==> src/rtl/dr_arb_pkg.sv <==
// Shared types and constants for the DR load arbiter.
// Optional round-robin arbitration is selected with DR_ARB_RR_EN.
package dr_arb_pkg;

  typedef enum logic [1:0] {
    ST_IDLE = 2'd0,
    ST_RD   = 2'd1,
    ST_WAIT = 2'd2,
    ST_WR   = 2'd3
  } state_t;

  localparam int unsigned SRC_BUS  = 0;
  localparam int unsigned SRC_DM   = 1;
  localparam int unsigned SRC_INSM = 2;
  localparam int unsigned NUM_SRC  = 3;
  localparam int unsigned CNT_W    = 4;

  typedef logic [NUM_SRC-1:0] src_vec_t;
  typedef logic [1:0]         src_idx_t;

  function automatic src_idx_t onehot_to_idx(input src_vec_t v);
    if (v[SRC_DM])   return src_idx_t'(SRC_DM);
    if (v[SRC_INSM]) return src_idx_t'(SRC_INSM);
    return src_idx_t'(SRC_BUS);
  endfunction

  // Round-robin order bus -> DM -> InsM -> bus.
  function automatic src_idx_t next_src(input src_idx_t s);
    return (s == src_idx_t'(SRC_INSM)) ? src_idx_t'(SRC_BUS) : s + 2'd1;
  endfunction

endpackage

==> src/rtl/dr_arb_pick.sv <==
// Combinational winner select: fixed InsM > DM > bus, or round-robin
// from ptr when DR_ARB_RR_EN is defined.
module dr_arb_pick
  import dr_arb_pkg::*;
(
`ifdef DR_ARB_RR_EN
  input  src_idx_t ptr,
`endif
  input  src_vec_t req,
  output src_vec_t gnt
);

`ifdef DR_ARB_RR_EN
  src_idx_t idx;
  logic     found;

  always_comb begin
    gnt   = '0;
    found = 1'b0;
    idx   = '0;
    for (int unsigned i = 0; i < NUM_SRC; i++) begin
      idx = src_idx_t'((32'(ptr) + i) % NUM_SRC);
      if (!found && req[idx]) begin
        gnt[idx] = 1'b1;
        found    = 1'b1;
      end
    end
  end
`else
  always_comb begin
    gnt = '0;
    if (req[SRC_INSM])     gnt[SRC_INSM] = 1'b1;
    else if (req[SRC_DM])  gnt[SRC_DM]   = 1'b1;
    else if (req[SRC_BUS]) gnt[SRC_BUS]  = 1'b1;
  end
`endif

endmodule

==> src/rtl/dr_load_arbiter.sv <==
// Sequencer/arbiter for the DR load paths (bus, DM, InsM).
// Define DR_ARB_RR_EN for round-robin arbitration instead of fixed priority.
module dr_load_arbiter
  import dr_arb_pkg::*;
#(
  parameter int unsigned ADDR_WIDTH = 12,
  parameter int unsigned MEM_LAT    = 2
) (
  input  logic                  clk,
  input  logic                  reset,
  input  logic                  req_bus,
  input  logic                  req_dm,
  input  logic                  req_insm,
  input  logic [ADDR_WIDTH-1:0] dm_addr_in,
  input  logic [ADDR_WIDTH-1:0] insm_addr_in,
  output logic                  dm_rd,
  output logic [ADDR_WIDTH-1:0] dm_addr,
  output logic                  insm_rd,
  output logic [ADDR_WIDTH-1:0] insm_addr,
  output logic                  writeEn_frBus,
  output logic                  writeEn_frDM,
  output logic                  writeEn_frInsM,
  output logic                  ack_bus,
  output logic                  ack_dm,
  output logic                  ack_insm,
  output logic                  busy
);

  localparam logic [CNT_W-1:0] CNT_LOAD = CNT_W'(MEM_LAT - 1);

  state_t           state;
  logic [CNT_W-1:0] cnt;
  src_vec_t         gnt_q;
  src_vec_t         req_vec;
  src_vec_t         pick;
  logic             wr_go;

  assign req_vec = {req_insm, req_dm, req_bus};

`ifdef DR_ARB_RR_EN
  src_idx_t ptr;

  dr_arb_pick u_pick (
    .ptr (ptr),
    .req (req_vec),
    .gnt (pick)
  );
`else
  dr_arb_pick u_pick (
    .req (req_vec),
    .gnt (pick)
  );
`endif

  // Outputs are registered, so the memory write is launched on the edge
  // that enters WR: from RD when MEM_LAT==1, else from the last WAIT cycle.
  assign wr_go = ((state == ST_RD) && (MEM_LAT == 1)) ||
                 ((state == ST_WAIT) && (cnt == CNT_W'(1)));

  always_ff @(posedge clk) begin
    if (reset) begin
      state          <= ST_IDLE;
      cnt            <= '0;
      gnt_q          <= '0;
      dm_rd          <= 1'b0;
      dm_addr        <= '0;
      insm_rd        <= 1'b0;
      insm_addr      <= '0;
      writeEn_frBus  <= 1'b0;
      writeEn_frDM   <= 1'b0;
      writeEn_frInsM <= 1'b0;
      ack_bus        <= 1'b0;
      ack_dm         <= 1'b0;
      ack_insm       <= 1'b0;
      busy           <= 1'b0;
`ifdef DR_ARB_RR_EN
      ptr            <= src_idx_t'(SRC_BUS);
`endif
    end else begin
      dm_rd          <= 1'b0;
      insm_rd        <= 1'b0;
      writeEn_frBus  <= 1'b0;
      writeEn_frDM   <= 1'b0;
      writeEn_frInsM <= 1'b0;
      ack_bus        <= 1'b0;
      ack_dm         <= 1'b0;
      ack_insm       <= 1'b0;

      case (state)
        ST_IDLE: begin
          if (|req_vec) begin
            gnt_q <= pick;
            busy  <= 1'b1;
            if (pick[SRC_BUS]) begin
              state         <= ST_WR;
              writeEn_frBus <= 1'b1;
              ack_bus       <= 1'b1;
            end else begin
              state <= ST_RD;
              if (pick[SRC_DM]) begin
                dm_rd   <= 1'b1;
                dm_addr <= dm_addr_in;
              end else begin
                insm_rd   <= 1'b1;
                insm_addr <= insm_addr_in;
              end
            end
          end
        end
        ST_RD: begin
          cnt   <= CNT_LOAD;
          state <= (MEM_LAT > 1) ? ST_WAIT : ST_WR;
        end
        ST_WAIT: begin
          cnt <= cnt - 1'b1;
          if (cnt == CNT_W'(1)) state <= ST_WR;
        end
        ST_WR: begin
          state <= ST_IDLE;
          busy  <= 1'b0;
`ifdef DR_ARB_RR_EN
          ptr   <= next_src(onehot_to_idx(gnt_q));
`endif
        end
        default: state <= ST_IDLE;
      endcase

      if (wr_go) begin
        writeEn_frDM   <= gnt_q[SRC_DM];
        ack_dm         <= gnt_q[SRC_DM];
        writeEn_frInsM <= gnt_q[SRC_INSM];
        ack_insm       <= gnt_q[SRC_INSM];
      end
    end
  end

endmodule

==> config.mk <==
export PLATFORM = sky130hd
export DESIGN_NAME = dr_load_arbiter
export DESIGN_NICKNAME = d
export VERILOG_FILES = /design/src/rtl/dr_arb_pkg.sv /design/src/rtl/dr_arb_pick.sv /design/src/rtl/dr_load_arbiter.sv
export SDC_FILE = /design/constraint.sdc
export NUM_CORES = 1
export LEC_CHECK = 0
export ABC_AREA = 1
export CAP_MARGIN = 10
export CORE_MARGIN = 10
export CORE_UTILIZATION = 40
export DETAILED_ROUTE_END_ITERATION = 8
export DONT_BUFFER_PORTS = 1
export GPL_TIMING_DRIVEN = 0
export PLACE_DENSITY = 0.58
export SYNTH_ARGS = -nofsm -noshare
export SYNTH_HDL_FRONTEND = slang
export SYNTH_SLANG_ARGS = --single-unit
==> constraint.sdc <==
create_clock -name clk -period 1.49 [get_ports clk]
set_input_delay 0.0745 -clock clk [delete_from_list [all_inputs] [get_ports clk]]
set_output_delay 0.0745 -clock clk [all_outputs]
set_load 0.02 [all_outputs]
==> metrics.md, run 1 <==
| Metric | Value |
|---|---|
| Violations in the final reports | `negative hold slack` |
| Mean instance size in the synthesized netlist | `between 7 and 8 sq um` |
| Clock insertion delay at the later pin of the skew report | `between 0.2 and 0.3 ns` |
| Total iterations of the first detailed-routing run | `5` |
| Buf+Inv Stages, Crit Path | `4` |
| Fraction of layout instances using a drive strength above 1 | `0.0961` |
| Combined area of all synthesized cells | `0.00151 sq mm` |
| Area occupied by registers | `roughly 760 sq um` |
| Number of flip-flops and latches in the synthesized netlist | `38` |
| Power density over the cells | `around 1800 mW/mm^2` |
| CTS Root Cell | `sky130_fd_sc_hd__clkbuf_8` |
| Starting density of the core | `0.413` |
| Fin Clk Skew | `0.00859 ns` |
| Area Growth Syn to Fin | `27.4%` |
| FF-to-FF setup slack | `0.09 ns` |
| Power Total | `roughly 3.4 mW` |
| Setup crit start kind | `flip-flop` |
| Number of max-capacitance violations reported | `0` |
| Synth Net Count | `230` |
| Global-route usage over all layers | `0.122` |
| CP peak stage delay | `0.34 ns` |
| Terminus of the critical flop-to-flop path | `insm_addr[1]` |
| Wire length reported by the detailed router | `4070 um` |
| Mapped Cells | `roughly 200` |
| Routability-driven placement congestion ratio | `0.781` |
| Count of distinct cell types in the synthesized netlist | `17` |
| Via count of the first global-routing pass | `around 1.3k` |
| Global-route wire length before repair | `between 6000 and 7000 um` |
| Clock tree buffer depth | `2` |
| Avg Vias per Cell | `a little under 5` |
| Hold Startpoint | `req_insm` |
| Number of failing setup endpoints in the final timing report | `0` |
| Worst Max-Slew Pin Slew | `0.427 ns` |
| Setup CP Type | `reg -> reg` |
| Min Tclk post-route | `1.40 ns` |
| DRC violations left | `0` |
| Via count of the routed design | `1363` |
| Run status | `finished, violations left` |
| Crit path max fanout | `10` |
| Critical path capture point type | `flip-flop` |
| Timing-limited maximum frequency | `714 MHz` |
| Final TNS setup | `0 ns` |
| Depth of the worst register-to-register path | `8` |
| Total Die Area | `about 0.0066 sq mm` |
| Top-level I/O count | `62` |
| IR drop worst, VDD | `0.643 mV` |
| Total number of nets in the final design | `264` |
| Multi-input logic area | `around 620 sq um` |
| CTS HTree Levels | `2` |
| Hold Path Depth | `3` |
| Core area | `0.00366 sq mm` |
| Chip Height | `81.4 um` |
| Sequential element share of the synthesized area | `0.504` |
| WL per Instance | `about 15 um` |
| Largest net degree at the start of global routing | `12` |
| Hold/Removal Path Class | `in -> reg` |
| Horizontal die dimension | `81.4 um` |
| FF-to-FF Start | `state[0]` |
| Period utilization | `0.939` |
| Slew margin rel. | `0.715` |
| Endpoint with the worst hold slack | `dm_addr[7]` |
| Static Leakage | `0.800 nW` |
| Detailed Place HPWL | `roughly 3000 um` |
| Initial DRC Count | `89` |
| WP data required | `1.67 ns` |
| Count of pins over their slew limit | `0` |
| Crit-path cells | `inv_1 > ha_1 > buf_4 > nand2_2 > inv_2 > buf_4 > nor2_1 > nor2_1` |
| Filler Cell Count | `346` |
| Hold slack | `-0.00588 ns` |
| Cell count along the critical path | `8` |
| Clock sink count | `38` |
| PortBufs | `0` |
| Antenna violations before repair | `0` |
| TritonCTS clock tree | `built` |
| Kind of cell adding the most delay to the critical path | `buffers and inverters` |
| Routed Antenna Nets | `0` |
| Clk slew on worst S/H paths | `0.07 ns` |
| Aggregate global routing overflow | `0` |
| Num rows | `22` |
| Final-report hold violation count | `1` |
| Antenna diode count | `0` |
| Finished Core Util | `0.526` |
| Total clock buffers created by CTS | `5` |
| Warnings from Yosys | `0` |
| Signal arrival time at the worst endpoint | `1.58 ns` |
| Standard cell with the maximum stage delay on the critical path | `sky130_fd_sc_hd__dfxtp_1` |
## worst min-delay path, stage by stage
cell	delay, ns
sky130_fd_sc_hd__nor2_2	0.04
sky130_fd_sc_hd__nand3_1	0.06
sky130_fd_sc_hd__a21oi_1	0.07
## worst max path at each step
stage | from | to | slack [ns]
5_1_grt | state[0] | insm_addr[1] | -0.01
6_report | state[0] | insm_addr[1] | 0.09
4_1_cts | state[0] | insm_addr[2] | 0.04
2_1_floorplan | state[0] | insm_addr[0] | 0.21
3_5_place_dp | state[1] | insm_addr[2] | 0.05
3_3_place_gp | state[0] | insm_addr[3] | 0.11
## metrics by stage
stage	setup WS, ns	hold slack, ns	cells	instance area (sq um)
final	0.0904	-0.00588	277	1920
after detailed placement	0.0452	0.159	243	1570
after floorplan	0.213	0.154	195	1510
after global placement	0.113	0.159	243	1570
after CTS	0.0356	0.000611	277	1920
after global routing	-0.0114	0.00910	277	1920
## cells in the mapped netlist, drive strengths merged
cell type,instances,area share
clkbuf,1,0.0033
nand4,3,0.012
a31oi,1,0.0041
nor2,38,0.096
buf,11,0.047
nand2,31,0.077
a21oi,20,0.066
o21ai,15,0.050
dfxtp,38,0.50
nand3,15,0.050
nor3,1,0.0033
ha,6,0.050
inv,15,0.037
## power by group
part	total, mW	switching [mW]	internal, mW
Combinational	1.11	0.683	0.430
Clock	0.656	0.343	0.314
Sequential	1.61	0.353	1.26
## cells by family after synthesis
| logic type | after synthesis | synth area share |
|---|---|---|
| buf+inv | 27 | 0.0878 |
| simple gates | 88 | 0.239 |
| compound gates | 36 | 0.120 |
| flops | 38 | 0.504 |
| fa+ha+maj | 6 | 0.0497 |
## area by class of cell
type,count,share of cell area
well taps,48,0.0312
clock inverters,2,0.00520
clock buffers,5,0.0358
plain buffers,12,0.0410
multi-input cells,130,0.322
inverters,15,0.0293
repair buffers,27,0.140
flip-flops and latches,38,0.395
## layout by cell type (no fill, tap or decap), types with 6 or more instances in the layout
| cell | instances |
|---|---|
| sky130_fd_sc_hd__o21ai_0 | 13 |
| sky130_fd_sc_hd__inv_1 | 13 |
| sky130_fd_sc_hd__nand2_1 | 30 |
| sky130_fd_sc_hd__buf_4 | 7 |
| sky130_fd_sc_hd__nor2_1 | 37 |
| sky130_fd_sc_hd__nand3_1 | 15 |
| sky130_fd_sc_hd__dfxtp_1 | 38 |
| sky130_fd_sc_hd__ha_1 | 6 |
| sky130_fd_sc_hd__dlygate4sd3_1 | 27 |
| sky130_fd_sc_hd__a21oi_1 | 20 |
## routing by layer
| metal | global-route usage | up-vias | part of all wire |
|---|---|---|---|
| li1 | - | 689 | - |
| met1 | 0.119 | 615 | 0.37 |
| met2 | 0.212 | 48 | 0.51 |
| met3 | 0.0568 | 11 | 0.099 |
| met4 | 0.0623 | 0 | 0.025 |
| met5 | 0 | - | 0 |
## repair_timing
action	4_1_cts	5_1_grt
hold buffers	27	0
hold endpoints to repair	27	0
buffers inserted	0	0
gates resized for setup	0	5
setup endpoints to repair	0	11
## sequential cells by signal, indices dropped and copies added, names as in the netlist
register   flops
dm_addr       12
insm_addr     12
cnt            4
gnt_q          2
state          2
ack_bus        1
ack_dm         1
ack_insm       1
busy           1
dm_rd          1
insm_rd        1
No activity file was read; power rests on OpenSTA's default activity.
==> inputs of run 2 (changes only) <==
--- a/config.mk
+++ b/config.mk
@@ -5,7 +5,7 @@
 export SDC_FILE = /design/constraint.sdc
 export NUM_CORES = 1
 export LEC_CHECK = 0
-export ABC_AREA = 1
+export ABC_AREA = 0
 export CAP_MARGIN = 10
 export CORE_MARGIN = 10
 export CORE_UTILIZATION = 40
==> metrics.md, run 2 <==
| Metric | Value |
|---|---|
| Switching power share of the total | `0.317` |
| Clock sink count | `38` |
| Cell type contributing the most total cell area after synthesis | `sky130_fd_sc_hd__dfxtp_1` |
| IR drop worst, VDD | `0.756 mV` |
| Number of failing setup endpoints in the final timing report | `0` |
| Mapped Cells | `178` |
| TritonCTS clock tree | `built` |
| Most common cell after layout, fill and taps aside | `sky130_fd_sc_hd__nand2_1` |
| WP data required | `1.67 ns` |
| Largest net degree at the start of global routing | `12` |
| Chip Height | `81.8 um` |
| Number of max-capacitance violations reported | `0` |
| Clock insertion delay at the later pin of the skew report | `~0.29 ns` |
| Count of pins over their slew limit | `0` |
| Power density over the cells | `1330 mW/mm^2` |
| Count of distinct cell types in the synthesized netlist | `33` |
| Critical path capture point type | `flip-flop` |
| WL per Instance | `~15 um` |
| Total Die Area | `between 0.006 and 0.007 sq mm` |
| Commonest cells after routing, fill and taps aside | `sky130_fd_sc_hd__nand2_1, sky130_fd_sc_hd__dfxtp_1, sky130_fd_sc_hd__a21oi_1` |
| PortBufs | `0` |
| Starting density of the core | `0.417` |
| Total iterations of the first detailed-routing run | `4` |
| CTS Root Cell | `sky130_fd_sc_hd__clkbuf_8` |
| Total clock buffers created by CTS | `5` |
| Crit-path cells | `inv_2 > ha_4 > or3b_4 > a21o_1 > mux2_4` |
| Static Leakage | `0.767 nW` |
| Clk slew on worst S/H paths | `0.07 ns` |
| Area of all placed cells without fillers | `0.00201 sq mm` |
| Standard cell with the maximum stage delay on the critical path | `sky130_fd_sc_hd__or3b_4` |
| Largest regs | `dm_addr x12, insm_addr x12, cnt x4` |
| Avg Vias per Cell | `5.05` |
| Most used standard cell by instance count after synthesis | `sky130_fd_sc_hd__nand2_1` |
| Setup crit start kind | `flip-flop` |
| Signal arrival time at the worst endpoint | `1.65 ns` |
| Clock Power Share | `0.265` |
| Sequential element share of the synthesized area | `0.499` |
| Antenna diode count | `0` |
| Worst Setup Slack, final | `between 0.02 and 0.025 ns` |
| Main synth FF type | `sky130_fd_sc_hd__dfxtp_1` |
| Top cell types by occurrence after synthesis | `sky130_fd_sc_hd__nand2_1, sky130_fd_sc_hd__dfxtp_1, sky130_fd_sc_hd__a21oi_1, sky130_fd_sc_hd__inv_1, sky130_fd_sc_hd__ha_1` |
| Aggregate global routing overflow | `0` |
| Global-route wire length before repair | `around 6400 um` |
| Hold/Removal Path Class | `in -> reg` |
| Net switching component of the power | `846 uW` |
| Power Total | `2.67 mW` |
| Clock tree buffer depth | `2` |
| Post-placement setup slack | `-0.114 ns` |
| Area fraction of the dominant cell type after synthesis | `0.499` |
| Horizontal die dimension | `81.8 um` |
| Portion of total power attributed to combinational logic | `0.243` |
| Internal power | `1.82 mW` |
| Via count of the routed design | `1334` |
| Total number of nets in the final design | `250` |
| Slew margin rel. | `0.690` |
| CTS HTree Levels | `2` |
| Num rows | `22` |
| Buf+Inv Stages, Crit Path | `1` |
| Wire length reported by the detailed router | `4070 um` |
| Setup CP Type | `reg -> reg` |
| Initial DRC Count | `34` |
| Antenna violations before repair | `0` |
| Count of flip-flops with a built-in enable after synthesis | `0` |
| Timing-limited maximum frequency | `680 MHz` |
| Kind of cell adding the most delay to the critical path | `simple AND/OR/NAND/NOR gates` |
| Period utilization | `0.986` |
| Area Growth Syn to Fin | `31.7%` |
| Mean instance size in the synthesized netlist | `8.57 sq um` |
| Routed Antenna Nets | `0` |
| Run status | `finished, final reports clean` |
| CP peak stage delay | `~0.37 ns` |
| Core area | `approximately 0.0037 sq mm` |
| Async set or reset register ratio after synthesis | `0` |
| Detailed Place HPWL | `2950 um` |
| Fraction of layout instances using a drive strength above 1 | `0.134` |
| Via count of the first global-routing pass | `1320` |
| Worst Max-Slew Pin Slew | `~0.46 ns` |
| Global-route usage over all layers | `0.123` |
| Warnings from Yosys | `0` |
| Synth Net Count | `213` |
| Final-report hold violation count | `0` |
| Placed cell areas | `0.00159 sq mm` |
| Routability-driven placement congestion ratio | `around 0.74` |
| Crit path max fanout | `2` |
| Number of flip-flops and latches in the synthesized netlist | `38` |
| Fin Clk Skew | `0.00429 ns` |
| Top-level I/O count | `62` |
| Final TNS setup | `0 ns` |
| Setup repair after global routing missed its margin | `yes` |
| Share of total power in sequential cells | `0.492` |
| Synth top area cells | `sky130_fd_sc_hd__dfxtp_1, sky130_fd_sc_hd__nand2_1, sky130_fd_sc_hd__a21oi_1, sky130_fd_sc_hd__ha_1, sky130_fd_sc_hd__inv_1` |
| DRC violations left | `0` |
| Min Tclk post-route | `between 1 and 1.5 ns` |
| Combined area of all synthesized cells | `0.00153 sq mm` |
-- run 2: cell count changes in the layout (fill, tap and decap cells not counted), sizes merged, moves of 8 or more --
cell,delta
nand2,+19
nand3,-14
a21oi,+10
inv,-8
nor2,-33
o21ai,-10
-- run 2: per-stage QoR --
stage                     std cells   util  hold WS (ns)
after global placement          226  0.433         0.158
final                           264  0.549        0.0154
after floorplan                 178      -         0.151
after CTS                       264  0.547       0.00782
after global routing            264  0.549       0.00501
after detailed placement        226  0.433         0.159
-- run 2: cell type report --
class                           instances  area, sq um
Clock inverter                          1         5.00
Buffer                                 11         70.1
Inverter                                7         26.3
Clock buffer                            7         86.3
Sequential cell                        38          763
Multi-Input combinational cell        122          702
Fill cell                             329         1650
Tap cell                               48         60.1
Timing Repair Buffer                   30          295
-- run 2: path summary, 6_finish.rpt --
kind | start | endpoint | slack [ns] | cells past startpoint
min reg2reg | gnt_q[1] | ack_dm | 0.46 | 1
max reg2reg | cnt[1] | state[1] | 0.02 | 5
min | reset | cnt[1] | 0.02 | 2
max | cnt[1] | state[1] | 0.02 | 5
-- run 2: cell families (layout without fill, tap and decap cells) --
group / count (synthesis) / in the layout / share of synthesized area
compound gates: 40 / 40 / 0.140
fa+ha+maj: 6 / 6 / 0.0492
buf+inv: 18 / 56 / 0.0607
flops: 38 / 38 / 0.499
mux: 1 / 1 / 0.00984
simple gates: 75 / 75 / 0.241
-- run 2: metal layers --
metal / track usage / vias up / routed length, um
met1: 0.118 / 605 / 1430
li1: - / 660 / -
met5: 0 / - / 0
met4: 0.0629 / 0 / 89
met3: 0.0688 / 9 / 547
met2: 0.208 / 60 / 2000
-- run 2: power by group through the flow --
stage | registers [mW] | logic, mW | clock network (mW)
6_report | 1.31 | 0.649 | 0.707
2_1_floorplan | 1.31 | 0.415 | 0
5_1_grt | 1.33 | 0.740 | 0.776
3_3_place_gp | 1.33 | 0.480 | 0
4_1_cts | 1.32 | 0.640 | 0.729
3_5_place_dp | 1.34 | 0.512 | 0
-- run 2: repair_timing --
action | CTS | global route
hold endpoints to repair | 27 | 0
hold buffers | 28 | 0
setup endpoints to repair | 19 | 18
setup buffers | 2 | 0
pin swaps | 1 | 0
gates resized for setup | 8 | 6
cloned | 0 | 0
==> inputs of run 3 (changes only) <==
==> constraint.sdc (replaced) <==
create_clock -name clk -period 1.6 [get_ports clk]
set_input_delay 0.08 -clock clk [delete_from_list [all_inputs] [get_ports clk]]
set_output_delay 0.08 -clock clk [all_outputs]
set_load 0.02 [all_outputs]
==> metrics.md, run 3 (synthesis results as in run 2) <==
| Metric | Value |
|---|---|
| Crit-path cells | `inv_2 > ha_1 > or3b_1 > a21o_1 > mux2_4` |
| Hold slack | `0.0274 ns` |
| Final-report hold violation count | `0` |
| CTS HTree Levels | `2` |
| Detailed Place HPWL | `2950 um` |
| DRC violations left | `0` |
| Total iterations of the first detailed-routing run | `4` |
| Initial DRC Count | `26` |
| Fraction of layout instances using a drive strength above 1 | `0.0986` |
| CP Capture Point | `state[1]` |
| IR drop worst, VDD | `around 0.7 mV` |
| Period utilization | `0.949` |
| CP peak stage delay | `0.38 ns` |
| Routed Antenna Nets | `0` |
| Area occupied by registers | `762 sq um` |
| Filler Cell Count | `about 340` |
| Total Die Area | `0.00668 sq mm` |
| FF-to-FF setup slack | `slightly above 0.08 ns` |
| Hold/Removal Path Class | `in -> reg` |
| Area Growth Syn to Fin | `29.3%` |
| Num rows | `22` |
| Setup repair after global routing missed its margin | `no` |
| Timing-limited maximum frequency | `659 MHz` |
| Chip Height | `just over 80 um` |
| TritonCTS clock tree | `built` |
| Avg Vias per Cell | `between 4 and 5` |
| Depth of the worst register-to-register path | `5` |
| Number of failing setup endpoints in the final timing report | `0` |
| Largest regs | `dm_addr x12, insm_addr x12, cnt x4` |
| Final TNS setup | `0 ns` |
| Critical path capture point type | `flip-flop` |
| FF-to-FF Start | `cnt[1]` |
| Global-route usage over all layers | `0.122` |
| Via count of the first global-routing pass | `1310` |
| Setup CP Type | `reg -> reg` |
| Multi-input logic area | `between 600 and 700 sq um` |
| Crit path max fanout | `3` |
| Clock tree buffer depth | `2` |
| Clock insertion delay at the later pin of the skew report | `0.29 ns` |
| Clock sink count | `38` |
| Aggregate global routing overflow | `0` |
| Commonest cells after routing, fill and taps aside | `sky130_fd_sc_hd__nand2_1, sky130_fd_sc_hd__dfxtp_1, sky130_fd_sc_hd__a21oi_1` |
| Routability-driven placement congestion ratio | `0.739` |
| Count of pins over their slew limit | `0` |
| Static Leakage | `0.751 nW` |
| Worst setup path startpoint | `cnt[1]` |
| Setup crit start kind | `flip-flop` |
| Area of all placed cells without fillers | `0.00197 sq mm` |
| Global-route wire length before repair | `6330 um` |
| Placed cell areas | `approximately 0.0016 sq mm` |
| Total clock buffers created by CTS | `5` |
| Number of max-capacitance violations reported | `0` |
| Power Total | `2.45 mW` |
| Worst Max-Slew Pin Slew | `0.477 ns` |
| PortBufs | `0` |
| Power density over the cells | `between 1000 and 1500 mW/mm^2` |
| Antenna diode count | `0` |
| CTS Root Cell | `sky130_fd_sc_hd__clkbuf_8` |
| Hold Startpoint | `reset` |
| Via count of the routed design | `1302` |
| Top-level I/O count | `62` |
| Total number of nets in the final design | `247` |
| Terminus of the critical flop-to-flop path | `state[1]` |
| Standard cell with the maximum stage delay on the critical path | `sky130_fd_sc_hd__or3b_1` |
| WP data required | `1.78 ns` |
| Core area | `0.00366 sq mm` |
| Starting density of the core | `0.417` |
| WL per Instance | `15.4 um` |
| Wire length reported by the detailed router | `4010 um` |
| Largest net degree at the start of global routing | `12` |
| Min Tclk post-route | `1.52 ns` |
| Signal arrival time at the worst endpoint | `1.69 ns` |
| Total setup buffers inserted after CTS | `0` |
| Clk slew on worst S/H paths | `0.07 ns` |
| Finished Core Util | `0.539` |
| Fin Clk Skew | `0.00402 ns` |
| Run status | `finished, final reports clean` |
| Slew margin rel. | `0.682` |
| Most common cell after layout, fill and taps aside | `sky130_fd_sc_hd__nand2_1` |
| Antenna violations before repair | `0` |
| Horizontal die dimension | `81.8 um` |
==> run 3: cell types whose count changed in the layout (fill, tap and decap cells not counted) <==
cell / before / now
sky130_fd_sc_hd__or3b_4: 1 / 0
sky130_fd_sc_hd__dfxtp_1: 36 / 37
sky130_fd_sc_hd__buf_4: 5 / 3
sky130_fd_sc_hd__inv_1: 4 / 6
sky130_fd_sc_hd__dfxtp_2: 2 / 1
sky130_fd_sc_hd__inv_2: 3 / 1
sky130_fd_sc_hd__or3b_1: 0 / 1
sky130_fd_sc_hd__ha_4: 2 / 1
sky130_fd_sc_hd__ha_1: 3 / 4
sky130_fd_sc_hd__clkbuf_2: 1 / 0
==> run 3: repair_timing <==
item / in CTS / in global routing
setup endpoints to repair: 1 / 10
hold endpoints to repair: 27 / 0
resized for setup: 1 / 5
hold buffers: 28 / 0
==> run 3: cell type report <==
cell class                 count  area share
buffer                        10      0.0330
tap                           48      0.0305
multi-input combinational    122       0.348
clock buffer                   7      0.0438
sequential                    38       0.386
timing repair buffer          28       0.142
inverter                       7      0.0133
clock inverter                 1     0.00254
==> run 3: layer usage <==
| layer | up-vias | track usage | routed length (um) |
|---|---|---|---|
| met1 | 588 | 0.119 | 1490 |
| met3 | 9 | 0.0688 | 476 |
| met2 | 54 | 0.203 | 1960 |
| met4 | 0 | 0.0629 | 89 |
| li1 | 651 | - | - |
| met5 | - | 0 | 0 |
==> run 3: where the power goes <==
group	total [mW]	internal, mW	switching (mW)
logic	0.567	0.268	0.300
registers	1.22	1.06	0.165
clock network	0.657	0.347	0.310
total	2.45	1.67	0.775
==> run 3: how the worst min path moves through the flow <==
stage	end	cells past startpoint
2_1_floorplan	ack_bus	1
3_3_place_gp	ack_bus	1
3_5_place_dp	ack_bus	1
4_1_cts	ack_dm	2
5_1_grt	cnt[1]	2
6_report	ack_dm	2
==> run 3: critical path, delay by kind of cell, from the launching register on <==
family	cells	cell delay (ns)
AO/OA/AOI/OAI	1	0.22
adder cells (fa/ha/maj)	1	0.14
buffers and inverters	1	0.06
flip-flops	1	0.31
multiplexers	1	0.29
AND/OR/NAND/NOR	1	0.38
==> run 3: stage by stage <==
step / cells / worst slack, ns
2_1_floorplan: 178 / 0.156
3_3_place_gp: 226 / 0.0356
3_5_place_dp: 226 / -0.00354
4_1_cts: 262 / 0.0479
5_1_grt: 261 / 0.0226
6_report: 261 / 0.0818
